===== src/rtl/store_pkg.sv =====
// Shared types and constants for the in-order store commit queue.
// The entry struct fixes the tag and address/data widths for the whole slice.
package store_pkg;

  localparam int unsigned SQ_XLEN  = 32;
  localparam int unsigned SQ_TAG_W = 6;
  localparam int unsigned STRB_W   = SQ_XLEN / 8;

  localparam logic [2:0] WIDTH_SB = 3'b000;
  localparam logic [2:0] WIDTH_SH = 3'b001;
  localparam logic [2:0] WIDTH_SW = 3'b010;

  typedef struct packed {
    logic [2:0]          width;
    logic [SQ_TAG_W-1:0] tag;
    logic [SQ_XLEN-1:0]  addr;
    logic [SQ_XLEN-1:0]  data;
  } sq_entry_t;

endpackage


===== src/rtl/store_lane_align.sv =====
// Combinational byte-lane steering for one store: width and address offset
// select the write strobes and shift low-aligned data into its lanes.
module store_lane_align
  import store_pkg::*;
(
  input  logic [2:0]         width,
  input  logic [1:0]         off,
  input  logic [SQ_XLEN-1:0] data,
  output logic [STRB_W-1:0]  wstrb,
  output logic [SQ_XLEN-1:0] wdata,
  output logic               misalign
);

  always_comb begin
    wstrb    = '0;
    wdata    = data;
    misalign = 1'b0;
    case (width)
      WIDTH_SB: begin
        wstrb = STRB_W'(1) << off;
        wdata = data << {off, 3'b000};
      end
      WIDTH_SH: begin
        if (off[0]) begin
          misalign = 1'b1;
        end else begin
          wstrb = STRB_W'(3) << {off[1], 1'b0};
          wdata = data << {off[1], 4'b0000};
        end
      end
      WIDTH_SW: begin
        if (off != 2'b00) misalign = 1'b1;
        else              wstrb    = '1;
      end
      // Unknown widths still drain, with no lanes enabled.
      default: misalign = 1'b1;
    endcase
  end

endmodule


===== src/rtl/store_commit_queue.sv =====
// In-order store queue: buffers executed stores, marks them committed as the ROB
// retires their tags, and drains committed stores to memory via valid/ready.
module store_commit_queue
  import store_pkg::*;
#(
  parameter int unsigned DEPTH = 8,
  parameter int unsigned TAG_W = SQ_TAG_W,
  parameter int unsigned XLEN  = SQ_XLEN
) (
  input  logic                     clk,
  input  logic                     reset,
  input  logic                     in_valid,
  output logic                     in_ready,
  input  logic [2:0]               in_width,
  input  logic [TAG_W-1:0]         in_tag,
  input  logic [XLEN-1:0]          in_addr,
  input  logic [XLEN-1:0]          in_data,
  input  logic                     commit_valid,
  input  logic [TAG_W-1:0]         commit_tag,
  input  logic                     flush,
  output logic                     mem_req,
  input  logic                     mem_ready,
  output logic [XLEN-1:0]          mem_addr,
  output logic [XLEN-1:0]          mem_wdata,
  output logic [XLEN/8-1:0]        mem_wstrb,
  input  logic [XLEN-1:0]          ld_addr,
  output logic                     ld_conflict,
  output logic [$clog2(DEPTH):0]   count,
  output logic                     err
);

  localparam int unsigned AW = $clog2(DEPTH);
  localparam int unsigned PW = AW + 1;

  // Pointers carry a wrap bit: [head,cmt) committed, [cmt,tail) awaiting retire.
  logic [PW-1:0] head_q, cmt_q, tail_q;
  logic [PW-1:0] head_d, cmt_d, tail_d;
  logic          err_q, err_d;
  sq_entry_t     entries_q [DEPTH];

  logic      full;
  logic      enq;
  logic      cmt_ok;
  logic      cmt_bad;
  logic      deq;
  logic      misalign;
  sq_entry_t head_e;
  logic      unused_ld_off;

  assign count    = tail_q - head_q;
  assign full     = count == PW'(DEPTH);
  assign in_ready = !full && !flush && !reset;
  assign enq      = in_valid && in_ready;

  assign cmt_ok  = commit_valid && (cmt_q != tail_q) &&
                   (commit_tag == entries_q[cmt_q[AW-1:0]].tag);
  assign cmt_bad = commit_valid && !cmt_ok;

  assign head_e  = entries_q[head_q[AW-1:0]];
  assign mem_req = head_q != cmt_q;
  assign deq     = mem_req && mem_ready;
  assign err     = err_q;

  assign mem_addr = {head_e.addr[XLEN-1:2], 2'b00};

  store_lane_align u_lane_align (
    .width    (head_e.width),
    .off      (head_e.addr[1:0]),
    .data     (head_e.data),
    .wstrb    (mem_wstrb),
    .wdata    (mem_wdata),
    .misalign (misalign)
  );

  always_comb begin
    head_d = head_q + (deq ? PW'(1) : PW'(0));
    cmt_d  = cmt_q + (cmt_ok ? PW'(1) : PW'(0));
    // A flush keeps only committed entries, including one retiring this cycle.
    tail_d = flush ? cmt_d : tail_q + (enq ? PW'(1) : PW'(0));
    err_d  = err_q || cmt_bad || (mem_req && misalign);
  end

  always_ff @(posedge clk) begin
    if (reset) begin
      head_q <= '0;
      cmt_q  <= '0;
      tail_q <= '0;
      err_q  <= 1'b0;
    end else begin
      head_q <= head_d;
      cmt_q  <= cmt_d;
      tail_q <= tail_d;
      err_q  <= err_d;
    end
  end

  always_ff @(posedge clk) begin
    if (enq) begin
      entries_q[tail_q[AW-1:0]] <= '{width: in_width, tag: in_tag,
                                     addr: in_addr, data: in_data};
    end
  end

  always_comb begin
    ld_conflict = 1'b0;
    for (int unsigned i = 0; i < DEPTH; i++) begin
      logic [AW-1:0] rel;
      rel = AW'(i) - head_q[AW-1:0];
      if (({1'b0, rel} < count) &&
          (entries_q[i].addr[XLEN-1:2] == ld_addr[XLEN-1:2])) begin
        ld_conflict = 1'b1;
      end
    end
  end

  assign unused_ld_off = ^ld_addr[1:0];

endmodule


===== config.mk =====
export PLATFORM = sky130hd
export DESIGN_NAME = store_commit_queue
export DESIGN_NICKNAME = d
export VERILOG_FILES = /design/src/rtl/store_pkg.sv /design/src/rtl/store_lane_align.sv /design/src/rtl/store_commit_queue.sv
export SDC_FILE = /design/constraint.sdc
export NUM_CORES = 1
export LEC_CHECK = 0
export CORE_ASPECT_RATIO = 0.8
export CORE_UTILIZATION = 55
export DETAILED_ROUTE_END_ITERATION = 10
export GPL_TIMING_DRIVEN = 0
export HOLD_SLACK_MARGIN = 0.1
export MAX_ROUTING_LAYER = met4
export PLACE_DENSITY = 0.75
export SYNTH_ARGS = -nofsm -noshare
export SYNTH_HDL_FRONTEND = slang
export SYNTH_HIERARCHICAL = 1
export SYNTH_SLANG_ARGS = --single-unit
export TNS_END_PERCENT = 30

===== constraint.sdc =====
create_clock -name clk -period 11.1 [get_ports clk]
set_input_delay 2.22 -clock clk [delete_from_list [all_inputs] [get_ports clk]]
set_output_delay 2.22 -clock clk [all_outputs]
set_load 0.05 [all_outputs]

# ---- Word level (Yosys, flattened, before mapping)
# Memory sizes are Yosys's and may differ from the RTL's. A register that Yosys moved wholly into a read port is not among the register bits.
# Index checks and enable logic that the tools add are counted.
dict set report word_totals {
  inputBits 117
  ramBits 584
  mem_count 1
  wordCells 91
  reg_bits 13
  output_inout_bits 76
}
# memory words width read_ports rd_clocked_by_memory_dff wr line_no
set mem_list {}
lappend mem_list {entries_q 8 73 10 2 1 store_commit_queue.sv:39} ;# sq_entry_t entries_q [DEPTH];
dict set report op_classes {
  eq_ne 14
  add_sub_neg 12
  n_mux 24
  shift 4
  reduce_logical 24
  order_cmp 8
}
# op n
set op_table {}
lappend op_table {{$eq 30x30->1} 8}
lappend op_table {{$pmux 32 s2} 1}
lappend op_table {{$shl 32x5->32} 2}
lappend op_table {{$lt 3x4->1} 8}
lappend op_table {{$mux 32} 1}
lappend op_table {{$logic_and 1x1->1} 16}
lappend op_table {{$mux 1} 15}
lappend op_table {{$add 4x1->4} 3}
lappend op_table {{$mux 4} 3}
lappend op_table {{$pmux 4 s3} 1}
lappend op_table {{$sub 3x3->3 const A} 4}
lappend op_table {{$ne 4x4->1} 2}
lappend op_table {{$eq 6x6->1} 1}
lappend op_table {{$mux 3} 2}
lappend op_table {{$sub 1x3->3 const A} 2}
lappend op_table {{$sub 2x3->3 const A} 2}
lappend op_table {{$eq 4x4->1 const B} 1}
lappend op_table {{$logic_not 1->1} 4}
lappend op_table {{$shl 1x2->4 const A} 1}
lappend op_table {{$shl 2x2->4 const A} 1}
lappend op_table {{$sub 4x4->4} 1}
lappend op_table {{$eq 3x1->1 const B} 1}
lappend op_table {{$eq 3x2->1 const B} 1}
lappend op_table {{$logic_not 3->1} 1}
lappend op_table {{other kinds (3)} 4}

# ---- Logic depth before layout (Yosys ltp)
# Gate-level depths: netlist of the first run.
dict set report depth {
  word_depth 11
  ltp_mapped 14
  ltp_nobuf 13
}

# ---- Modules after synthesis
# The synthesis of the first run kept the hierarchy.
# mod cells_per_inst seq_area_each_um2 instances area_per_inst_um2
set by_module_without_submodules {}
lappend by_module_without_submodules {store_commit_queue 1512 17797.1 1 25984.9}
lappend by_module_without_submodules {store_lane_align 96 0.0 1 819.5}

# ---- Worst setup path after synthesis of the first run
# OpenSTA, ideal clock, no wires.
dict set report synth_timing {
  path_kind {reg2reg}
  start {register head_q[1]}
  end {memory entries_q[1][0] (netlist bit) (enable)}
  period_less_slack_ps 8956
  setup_slack_ps 2144
  stages_incl_launch_ff 11
  required_ps 10507
  setup_ps 593
  arrival_time_ps 8363
  path_buffers 3
  cell_sequence {dfxtp_1 clkbuf_1 clkbuf_1 buf_1 inv_1 fa_1 xnor2_1 inv_1 o41a_1 nand3_1 nor3_1}
}
dict set report synth_between {
  elab_chain_len 8
}
# item line_no
set synth_lines {}
lappend synth_lines {{start, declared} store_commit_queue.sv:36} ;# logic [PW-1:0] head_q, cmt_q, tail_q;
lappend synth_lines {{start signal, assigned} store_commit_queue.sv:85} ;# head_q <= '0;
lappend synth_lines {{start signal, assigned} store_commit_queue.sv:90} ;# head_q <= head_d;
lappend synth_lines {{$sub 4x4->4} store_commit_queue.sv:50} ;# assign count = tail_q - head_q;
lappend synth_lines {{net count[2]} store_commit_queue.sv:28} ;# output logic [$clog2(DEPTH):0] count,
lappend synth_lines {{$eq 4x4->1} store_commit_queue.sv:51} ;# assign full = count == PW'(DEPTH);
lappend synth_lines {{$logic_not 1->1} store_commit_queue.sv:52} ;# assign in_ready = !full && !flush && !reset;
lappend synth_lines {{$logic_and 1x1->1 (2 in a row)} store_commit_queue.sv:52}
lappend synth_lines {{net in_ready} store_commit_queue.sv:13} ;# output logic in_ready,
lappend synth_lines {{$logic_and 1x1->1} store_commit_queue.sv:53} ;# assign enq = in_valid && in_ready;
lappend synth_lines {{$mux 1} store_commit_queue.sv:98} ;# if (enq) begin
lappend synth_lines {{$mux 1 (implied by the code)} store_commit_queue.sv:99} ;# entries_q[tail_q[AW-1:0]] <= '{width: in_width, tag: in_tag,
lappend synth_lines {{end, declared} store_commit_queue.sv:39}
# The timed path passes the listed nets, and every way through them passes these cells.

# ---- Worst setup path in the final report of the first run
dict set report layout_timing {
  start {register head_q[1]}
  end {output port ld_conflict}
}
dict set report layout_between {
  elab_chain_len 11
  word_cells_on_any_way 33
  cone_classes {add/sub: 9; order compare: 8; mux: 8; reduce/logical: 8}
}
# item line_no
set layout_lines {}
lappend layout_lines {{$sub 4x4->4 or $sub 1x3->3 (tied branches)} {store_commit_queue.sv:50, store_commit_queue.sv:108}}
lappend layout_lines {{$lt 3x4->1} store_commit_queue.sv:109} ;# if (({1'b0, rel} < count) &&
lappend layout_lines {{$logic_and 1x1->1} store_commit_queue.sv:109}
lappend layout_lines {{$mux 1 (7 in a row)} store_commit_queue.sv:109}
lappend layout_lines {{$mux 1 (*)} store_commit_queue.sv:109}
lappend layout_lines {{end, declared} store_commit_queue.sv:27} ;# output logic ld_conflict,
# Mark *: on every way between the ends. The rest lies on a longest branch, timed or not.

==> results.toml, run 1 <==
[timing]
setup_viol = 0
worst_pin_slew_ps = 1336
grt_setup_unrepaired = "no"
fmax_mhz = 115.4
hold_violations = 0
fin_crit_ps = 8665
holdWs_ps = 528.8
maxSlewViolCount = 0
clock_skew_ps = 12.44
slew_headroom_pct = 10.95
fin_crit_sh_pct = 78.06
fin_tns_setup_ps = 0

[synthesis]
synth_area_leader_cell = "edfxtp_1"
synth.top_cell.area_share_pct = 65.43
ys.warnings.count = 6
netlist_area_um2 = 26800
async_flop_share_pct = 0
yosys_most_used_dff = "edfxtp_1"
synth_area_leaders = "edfxtp_1 65%, mux4_2 12%, xnor2_1 5.8%"
synth_cell_type_count = 57
syn_area_per_cell_um2 = 16.67
seq_area_frac_synth_pct = 66.40
synth-seq-cells = 597
synth_edf_count = 584
syn_inst = 1608

[critical_path]
cp.arrival_ps = 6440
crit_start = "head_q[1]$_SDFF_PP0_"
reg2reg_slack_ps = 4610
path_max_fanout = 10
setup.worst_path.start_class = "flop"
crit_type = "reg2out"
cp-end-kind = "output pin"
worstPathRequired_ps = 8880
r2r-start = "head_q[1]$_SDFF_PP0_"

[drt]
drc_errors = 0
first_pass_iters = 5
wl_um = 74430
route.antenna.remaining_nets = 0
first_iter_violations = 2254
vias = 15960
wire_per_inst_um = 29.37
via_per_inst = 6.297

[placement]
place.gp.congestion = 1.025
place_hpwl_um = 53530
io_buffer_count = 158
place_area_um2 = 29830

[hold_path]
hold_class = "reg2reg"
min-delay-start = "err$_SDFF_PP0_"

[clocking]
cts_tree = "yes"
ctsResizeCount = 0
clockBufferDepth = 3
worstSkewPairLatency_ps = 610
ctsHoldBuffers = 0
ctsHtreeMaxLevel = 2
cts-root-buf = "clkbuf_16"
clock_sinks = 597
numCtsBuffers = 57
cts.clk_slew.worst_paths_ps = 60
cts_setup_buffers = 0

[grt]
antenna_found_initial = 5
grt_first_pass_wirelength_um = 106600
globalRouteTotalUtil_pct = 31.35
grt_pass1_vias = 15420
grt-ovfl-total = 0
grt_max_degree = 26

[floorplan]
die-area_um2 = 49630
initial_utilization_pct = 56.40
core_um2 = 47530
die_x_um = 248.8
die_y_um = 199.5
boundaryPins = 193
rows = 71

[layout]
area.growth.synth_to_final_pct = 18.52
drive_above_1_share_pct = 17.19
multi_input_area_um2 = 8368
register_area_um2 = 17800
fillers = 3142
num-nets-final = 1996
utilization_pct = 66.84
postLayoutCellArea_um2 = 31770

[run_status]
status = "complete, no violations"

[power_and_ir_drop]
powerDensity_nw_per_um2 = 149.8
p_total_mw = 4.758
max-vdd-ir-drop_v = 0.0001378
power_leakage_nw = 10.27

[flow_run]
maxCapViolations = 0
-- Yosys cell counts (2+ instances only) --
cell,n
mux2_1,6
xnor2_1,177
nand3_1,8
o22a_1,2
nand2b_1,5
nand2_1,207
dfxtp_1,13
nor4_1,25
edfxtp_1,584
o21bai_1,2
fa_1,2
buf_2,12
a221o_1,14
nor3_1,14
a21oi_1,9
a32o_1,5
ha_1,15
mux2i_1,12
o221a_2,2
nor2_1,19
mux4_2,140
clkbuf_1,57
buf_1,19
buf_4,34
buf_6,3
a22o_1,8
a22oi_1,3
and2_1,20
mux4_1,6
xor2_1,89
o21ai_0,2
inv_1,12
nand4_1,53
nor2b_1,6
-- state kept, by name (all words and copies together), names as in the netlist --
register and flops:
cmt_q 4, head_q 4, entries_q 584, err 1, tail_q 4
-- cell usage in the layout, fill, tap and decap left out, types with 7 or more instances in the layout --
master | Yosys | final
a21oi_1 | 9 | 9
a221o_1 | 14 | 14
a22o_1 | 8 | 8
and2_1 | 20 | 20
buf_1 | 19 | 19
buf_12 | 0 | 13
buf_2 | 12 | 12
buf_4 | 34 | 37
buf_6 | 3 | 15
bufinv_16 | 0 | 7
clkbuf_1 | 57 | 67
clkbuf_16 | 0 | 58
clkbuf_8 | 0 | 8
clkdlybuf4s50_1 | 0 | 158
clkinv_1 | 1 | 9
clkinv_2 | 0 | 13
dfxtp_1 | 13 | 13
edfxtp_1 | 584 | 584
ha_1 | 15 | 15
inv_1 | 12 | 12
mux2i_1 | 12 | 12
mux4_2 | 140 | 140
nand2_1 | 207 | 207
nand3_1 | 8 | 8
nand4_1 | 53 | 53
nor2_1 | 19 | 13
nor3_1 | 14 | 12
nor4_1 | 25 | 25
xnor2_1 | 177 | 177
xor2_1 | 89 | 89
-- where the power goes --
group	switching [mW]	leakage [nW]	internal, mW
sequential	0.00492	5.36	2.49
clock	0.822	0.953	1.17
combinational	0.174	3.95	0.102
-- critical path, cell delays in order, from the launching register on --
cell and delay (ps):
dfxtp_1 450, clkbuf_1 620, clkbuf_1 740, buf_1 800
inv_1 250, fa_1 510, xnor2_1 560, o21ai_0 270
a21oi_1 250, a21oi_1 100, nor4_1 290, nand3_1 220
clkdlybuf4s50_1 760
-- per-stage QoR --
step	setup slack (ps)	std cells
floorplan	2144	1609
global placement	-3878	2387
detailed placement	3276	2423
CTS	2607	2528
global route	2248	2533
finish	2435	2534
-- path summary, 6_finish.rpt --
path                          endpoint  cells past startpoint
min                     err$_SDFF_PP0_                      2
max reg2reg  entries_q[0][8]$_DFFE_PP_                     14
min reg2reg             err$_SDFF_PP0_                      2
max                        ld_conflict                     12
-- layer usage --
layer  global-route usage (%)  share of wire [%]  vias up
met5                        -                  0        -
met4                    6.487                1.7        0
met3                    7.516                 13       88
met2                    44.67                 44      984
met1                    46.21                 41     8204
li1                         -                  -     6681
-- cells by family (layout without fill, tap and decap cells) --
kind of cell             after synthesis  in the layout  share of synthesized area, %
AO/OA/AOI/OAI                         56             56                         1.746
XOR/XNOR                             266            266                         8.692
adder cells (fa/ha/maj)               18             18                        0.8869
buffers and inverters                139            438                         2.605
flip-flops                           597            597                         66.40
multiplexers                         164            164                         13.05
other                                  1              8                       0.01399
AND/OR/NAND/NOR                      367            367                         6.610
-- area by class of cell --
cell class                      instances  area share (%)
Clock buffer                           76           5.033
Timing Repair Buffer                  194           6.908
Sequential cell                       597           56.02
Tap cell                              620           2.442
Antenna cell                            6         0.04726
Inverter                               13          0.1536
Multi-Input combinational cell        873           26.34
Buffer                                126           2.044
Clock inverter                         29           1.012
No activity file was read; power rests on OpenSTA's default activity.
==> inputs of run 2 (changes only) <==
--- a/config.mk
+++ b/config.mk
@@ -6,12 +6,12 @@
 export NUM_CORES = 1
 export LEC_CHECK = 0
 export CORE_ASPECT_RATIO = 0.8
-export CORE_UTILIZATION = 55
+export CORE_UTILIZATION = 53
 export DETAILED_ROUTE_END_ITERATION = 10
 export GPL_TIMING_DRIVEN = 0
 export HOLD_SLACK_MARGIN = 0.1
 export MAX_ROUTING_LAYER = met4
-export PLACE_DENSITY = 0.75
+export PLACE_DENSITY = 0.76
 export SYNTH_ARGS = -nofsm -noshare
 export SYNTH_HDL_FRONTEND = slang
 export SYNTH_HIERARCHICAL = 1
==> constraint.sdc (replaced) <==
create_clock -name clk -period 7.8 [get_ports clk]
set_input_delay 1.56 -clock clk [delete_from_list [all_inputs] [get_ports clk]]
set_output_delay 1.56 -clock clk [all_outputs]
set_load 0.05 [all_outputs]
==> results.toml, run 2 (same netlist as run 1, synthesis figures left out) <==
[drt]
dr.max_layer_used = "met4"
first_pass_iters = 5
route.antenna.remaining_nets = 0
drt-met1-wl_um = 29680
drc_errors = 0
wire_per_inst_um = 28.38
routed-wl-met3_um = 9878
first_iter_violations = 2326
dr_wl_met2_um = 32760
wl_um = 73700
vias = 15930
via_per_inst = 6.135

[layout]
finalNonFillerCells = 2597
num-nets-final = 1994
postLayoutCellArea_um2 = 31750
layout_common_cells = "584 x edfxtp_1, 207 x nand2_1, 177 x xnor2_1"
mostFrequentLayoutCell = "edfxtp_1"
fillers = 3373
area.growth.synth_to_final_pct = 18.45
drive_above_1_share_pct = 16.68
multi_input_area_um2 = 8374
utilization_pct = 63.78
register_area_um2 = 17800
largest_register_ffs = 584

[power_and_ir_drop]
combPwrFrac_pct = 5.9
max-vdd-ir-drop_v = 0.0001819
p_total_mw = 6.570
swShare_pct = 21.75
p_seq_share_pct = 53.9
clock_power_share_pct = 40.1
p_switching_mw = 1.429
power_leakage_nw = 10.19
p_int_mw = 5.141
powerDensity_nw_per_um2 = 206.9

[critical_path]
crit_type = "reg2out"
cp-end-kind = "output pin"
cp.arrival_ps = 5840
reg2reg_slack_ps = 2160
setup.worst_path.start_class = "flop"
worstPathRequired_ps = 6240
path_max_fanout = 10
r2r_end = "entries_q[0][10]$_DFFE_PP_"
reg2regPathDepth = 14
r2r-start = "head_q[1]$_SDFF_PP0_"

[flow_run]
maxCapViolations = 0

[placement]
place_inst = 2476
place_hpwl_um = 52710
place_area_um2 = 29960
io_buffer_count = 158
place.gp.congestion = 1.045

[grt]
antenna_found_initial = 13
globalRouteTotalUtil_pct = 29.92
grt_first_pass_wirelength_um = 105600
grt_max_degree = 27
grt-ovfl-total = 0
grt_pass1_vias = 15560

[timing]
fin_crit_ps = 7403
hold_violations = 0
clock_skew_ps = 15.33
slew_headroom_pct = 18.79
setup_viol = 0
fin_crit_sh_pct = 94.92
fmax_mhz = 135.1
fin_tns_setup_ps = 0
maxSlewViolCount = 0
worst_pin_slew_ps = 1218
grt_setup_unrepaired = "no"

[hold_path]
holdPathEnd = "err$_SDFF_PP0_"
holdPathStages = 2
hold_class = "reg2reg"
min-delay-start = "err$_SDFF_PP0_"

[floorplan]
initial_utilization_pct = 53.85
die-area_um2 = 51480
die_y_um = 203.1
die_x_um = 253.4
rows = 73
core_um2 = 49780
boundaryPins = 193

[clocking]
numCtsBuffers = 57
cts_tree = "yes"
worstSkewPairLatency_ps = 610
ctsHtreeMaxLevel = 2
ctsHoldBuffers = 0
clock_sinks = 597
cts-root-buf = "clkbuf_16"
clockBufferDepth = 3
cts.clk_slew.worst_paths_ps = 60
cts_setup_buffers = 0

[run_status]
status = "complete, no violations"
[run 2: through the flow]
stage / hold WS [ps] / setup WS, ps
6_report: 525.0 / 396.6
5_1_grt: 579.4 / 149.5
4_1_cts: 518.8 / 231.7
3_5_place_dp: 503.0 / 561.1
3_3_place_gp: 495.6 / -7324
2_1_floorplan: 538.9 / -1154
[run 2: metal layers]
metal	up-vias	global-route usage [%]
li1	6692	-
met1	8113	43.18
met2	1025	42.25
met3	102	8.539
met4	0	7.056
met5	-	-
[run 2: critical path: stages, from the launching register on]
cell and delay (ps):
dfxtp_1 440, clkbuf_1 600, clkbuf_2 480, clkdlybuf4s15_2 600, inv_1 200, fa_1 500, xnor2_1 560, o21ai_0 250
a21oi_1 240, a21oi_1 90, nor4_1 290, nand3_1 210, clkdlybuf4s50_1 750
[run 2: worst max-delay path by stage]
stage                          from                         end  slack [ps]  depth (start not counted)
5_1_grt        head_q[1]$_SDFF_PP0_                 ld_conflict         150                         12
3_3_place_gp   head_q[1]$_SDFF_PP0_  entries_q[0][10]$_DFFE_PP_       -7320                         10
2_1_floorplan  head_q[1]$_SDFF_PP0_   entries_q[0][0]$_DFFE_PP_       -1150                         10
3_5_place_dp   head_q[1]$_SDFF_PP0_                 ld_conflict         560                         12
4_1_cts        head_q[1]$_SDFF_PP0_                 ld_conflict         230                         12
6_report       head_q[1]$_SDFF_PP0_                 ld_conflict         400                         12
[run 2: power by group through the flow]
stage | clock (mW) | combinational (mW) | sequential (mW)
CTS | 2.65 | 0.383 | 3.54
detailed placement | 0 | 0.380 | 3.61
global placement | 0 | 0.366 | 3.62
finish | 2.64 | 0.390 | 3.54
floorplan | 0 | 0.198 | 3.62
global route | 2.76 | 0.408 | 3.54
[run 2: layout make-up]
type	count	area share [%]
multi-input cells	873	26.38
diodes	16	0.1261
clock buffers	71	4.721
well taps	675	2.660
clock inverters	34	0.7684
repair buffers	192	7.070
flip-flops and latches	597	56.05
plain buffers	126	2.073
inverters	13	0.1537
[run 2: repair_timing]
item / in CTS / in global routing
resized for setup: 2 / 3
gates cloned: 0 / 0
endpoints found under the setup margin: 1 / 1
pin swaps: 0 / 0
==> inputs of run 3 (changes only) <==
--- a/config.mk
+++ b/config.mk
@@ -8,7 +8,6 @@
 export CORE_ASPECT_RATIO = 0.8
 export CORE_UTILIZATION = 53
 export DETAILED_ROUTE_END_ITERATION = 10
-export GPL_TIMING_DRIVEN = 0
 export HOLD_SLACK_MARGIN = 0.1
 export MAX_ROUTING_LAYER = met4
 export PLACE_DENSITY = 0.76
==> results.toml, run 3 (same netlist as run 1, synthesis figures left out) <==
[layout]
largest_register_ffs = 584
layout_common_cells = "584 x edfxtp_1, 207 x nand2_1, 188 x clkdlybuf4s50_1"
mostFrequentLayoutCell = "edfxtp_1"
fillers = 3504
finalNonFillerCells = 2478
drive_above_1_share_pct = 14.33
num-nets-final = 1886
area.growth.synth_to_final_pct = 15.32
postLayoutCellArea_um2 = 30910

[critical_path]
slowest_delay_ps = 820
path_max_fanout = 8
cp-end-kind = "output pin"
path_cells = "clkdlybuf4s50_1 -> xnor2_1 -> nand4_1 -> nor3_1 -> nand4_1 -> a21oi_1 -> nor4_1 -> nand3_1 -> clkdlybuf4s50_1"
crit_slowest_cell = "clkdlybuf4s50_1"
setup.worst_path.start_class = "input port"
cp.arrival_ps = 5270
crit_type = "in2out"
worstPathRequired_ps = 6240

[timing]
grt_setup_unrepaired = "no"
clock_skew_ps = 16.28
fin_crit_ps = 6827
fmax_mhz = 146.5
slew_headroom_pct = 28.46
hold_violations = 0
fin_crit_sh_pct = 87.53
fin_tns_setup_ps = 0
setup_viol = 0
holdWs_ps = 515.9
worst_pin_slew_ps = 1063
maxSlewViolCount = 0

[drt]
first_iter_violations = 1821
route.antenna.remaining_nets = 0
wl_um = 69860
first_pass_iters = 5
wire_per_inst_um = 28.19
vias = 15100
drc_errors = 0
via_per_inst = 6.092

[power_and_ir_drop]
powerDensity_nw_per_um2 = 210.9
max-vdd-ir-drop_v = 0.0001864
power_leakage_nw = 9.782

[floorplan]
die-area_um2 = 51480
boundaryPins = 193
core_um2 = 49780
die_x_um = 253.4
die_y_um = 203.1
rows = 73
initial_utilization_pct = 53.85

[clocking]
clockBufferDepth = 3
ctsResizeCount = 0
ctsHoldBuffers = 0
cts_setup_buffers = 0
cts.clk_slew.worst_paths_ps = 60
numCtsBuffers = 57
cts_tree = "yes"
cts-root-buf = "clkbuf_16"
ctsHtreeMaxLevel = 2
clock_sinks = 597
worstSkewPairLatency_ps = 630

[placement]
io_buffer_count = 188
place.gp.congestion = 0.9551
place_inst = 2368
place_area_um2 = 29190
place_hpwl_um = 45330

[grt]
grt_max_degree = 67
antenna_found_initial = 9
globalRouteTotalUtil_pct = 28.68
grt-ovfl-total = 0
grt_pass1_vias = 15040
grt_first_pass_wirelength_um = 102000

[flow_run]
maxCapViolations = 0

[hold_path]
hold_class = "reg2reg"

[run_status]
status = "complete, no violations"
## run 3: per-stage QoR
stage               setup slack, ps  power, mW  utilization (%)
floorplan                     -1154      3.813                -
global placement               1192      3.979            58.63
detailed placement             1209      3.986            58.63
CTS                            1197      6.541            62.05
global route                  886.4      6.680            62.10
finish                        972.8      6.519            62.10
## run 3: where the power goes
group | switching, mW | internal [mW] | leakage (nW) | total, mW
clock network | 1.18 | 1.41 | 0.836 | 2.59
registers | 0.00828 | 3.54 | 5.37 | 3.54
logic | 0.236 | 0.145 | 3.58 | 0.382
total | 1.43 | 5.09 | 9.78 | 6.52
## run 3: critical path: cells and delay by family
| family | cells | cell delay [ps] |
|---|---|---|
| AO/OA/AOI/OAI | 1 | 210 |
| XOR/XNOR | 1 | 610 |
| buffers and inverters | 2 | 1460 |
| AND/OR/NAND/NOR | 5 | 1420 |
## run 3: worst paths after layout
check | startpoint | end | slack, ps | cells after the start
max | ld_addr[27] | ld_conflict | 970 | 9
min | err$_SDFF_PP0_ | err$_SDFF_PP0_ | 520 | 2
min reg2reg | err$_SDFF_PP0_ | err$_SDFF_PP0_ | 520 | 2
max reg2reg | head_q[2]$_SDFF_PP0_ | entries_q[5][68]$_DFFE_PP_ | 2880 | 10
## run 3: routing by layer
metal	share of wire [%]	up-vias	track usage [%]	routed length [µm]
met5	0	-	-	0
met4	2.0	0	6.840	1382
met3	12	106	9.049	8314
met2	44	795	39.23	30720
met1	42	7741	41.93	29440
li1	-	6453	-	-
## run 3: layout make-up
cell class / instances / area (µm²) / area share (%)
flip-flops and latches: 597 / 17810 / 57.61
well taps: 675 / 844.6 / 2.732
diodes: 9 / 22.52 / 0.07286
multi-input cells: 873 / 8374 / 27.09
inverters: 13 / 48.80 / 0.1579
clock buffers: 70 / 1475 / 4.772
repair buffers: 210 / 2110 / 6.824
clock inverters: 31 / 229.0 / 0.7407
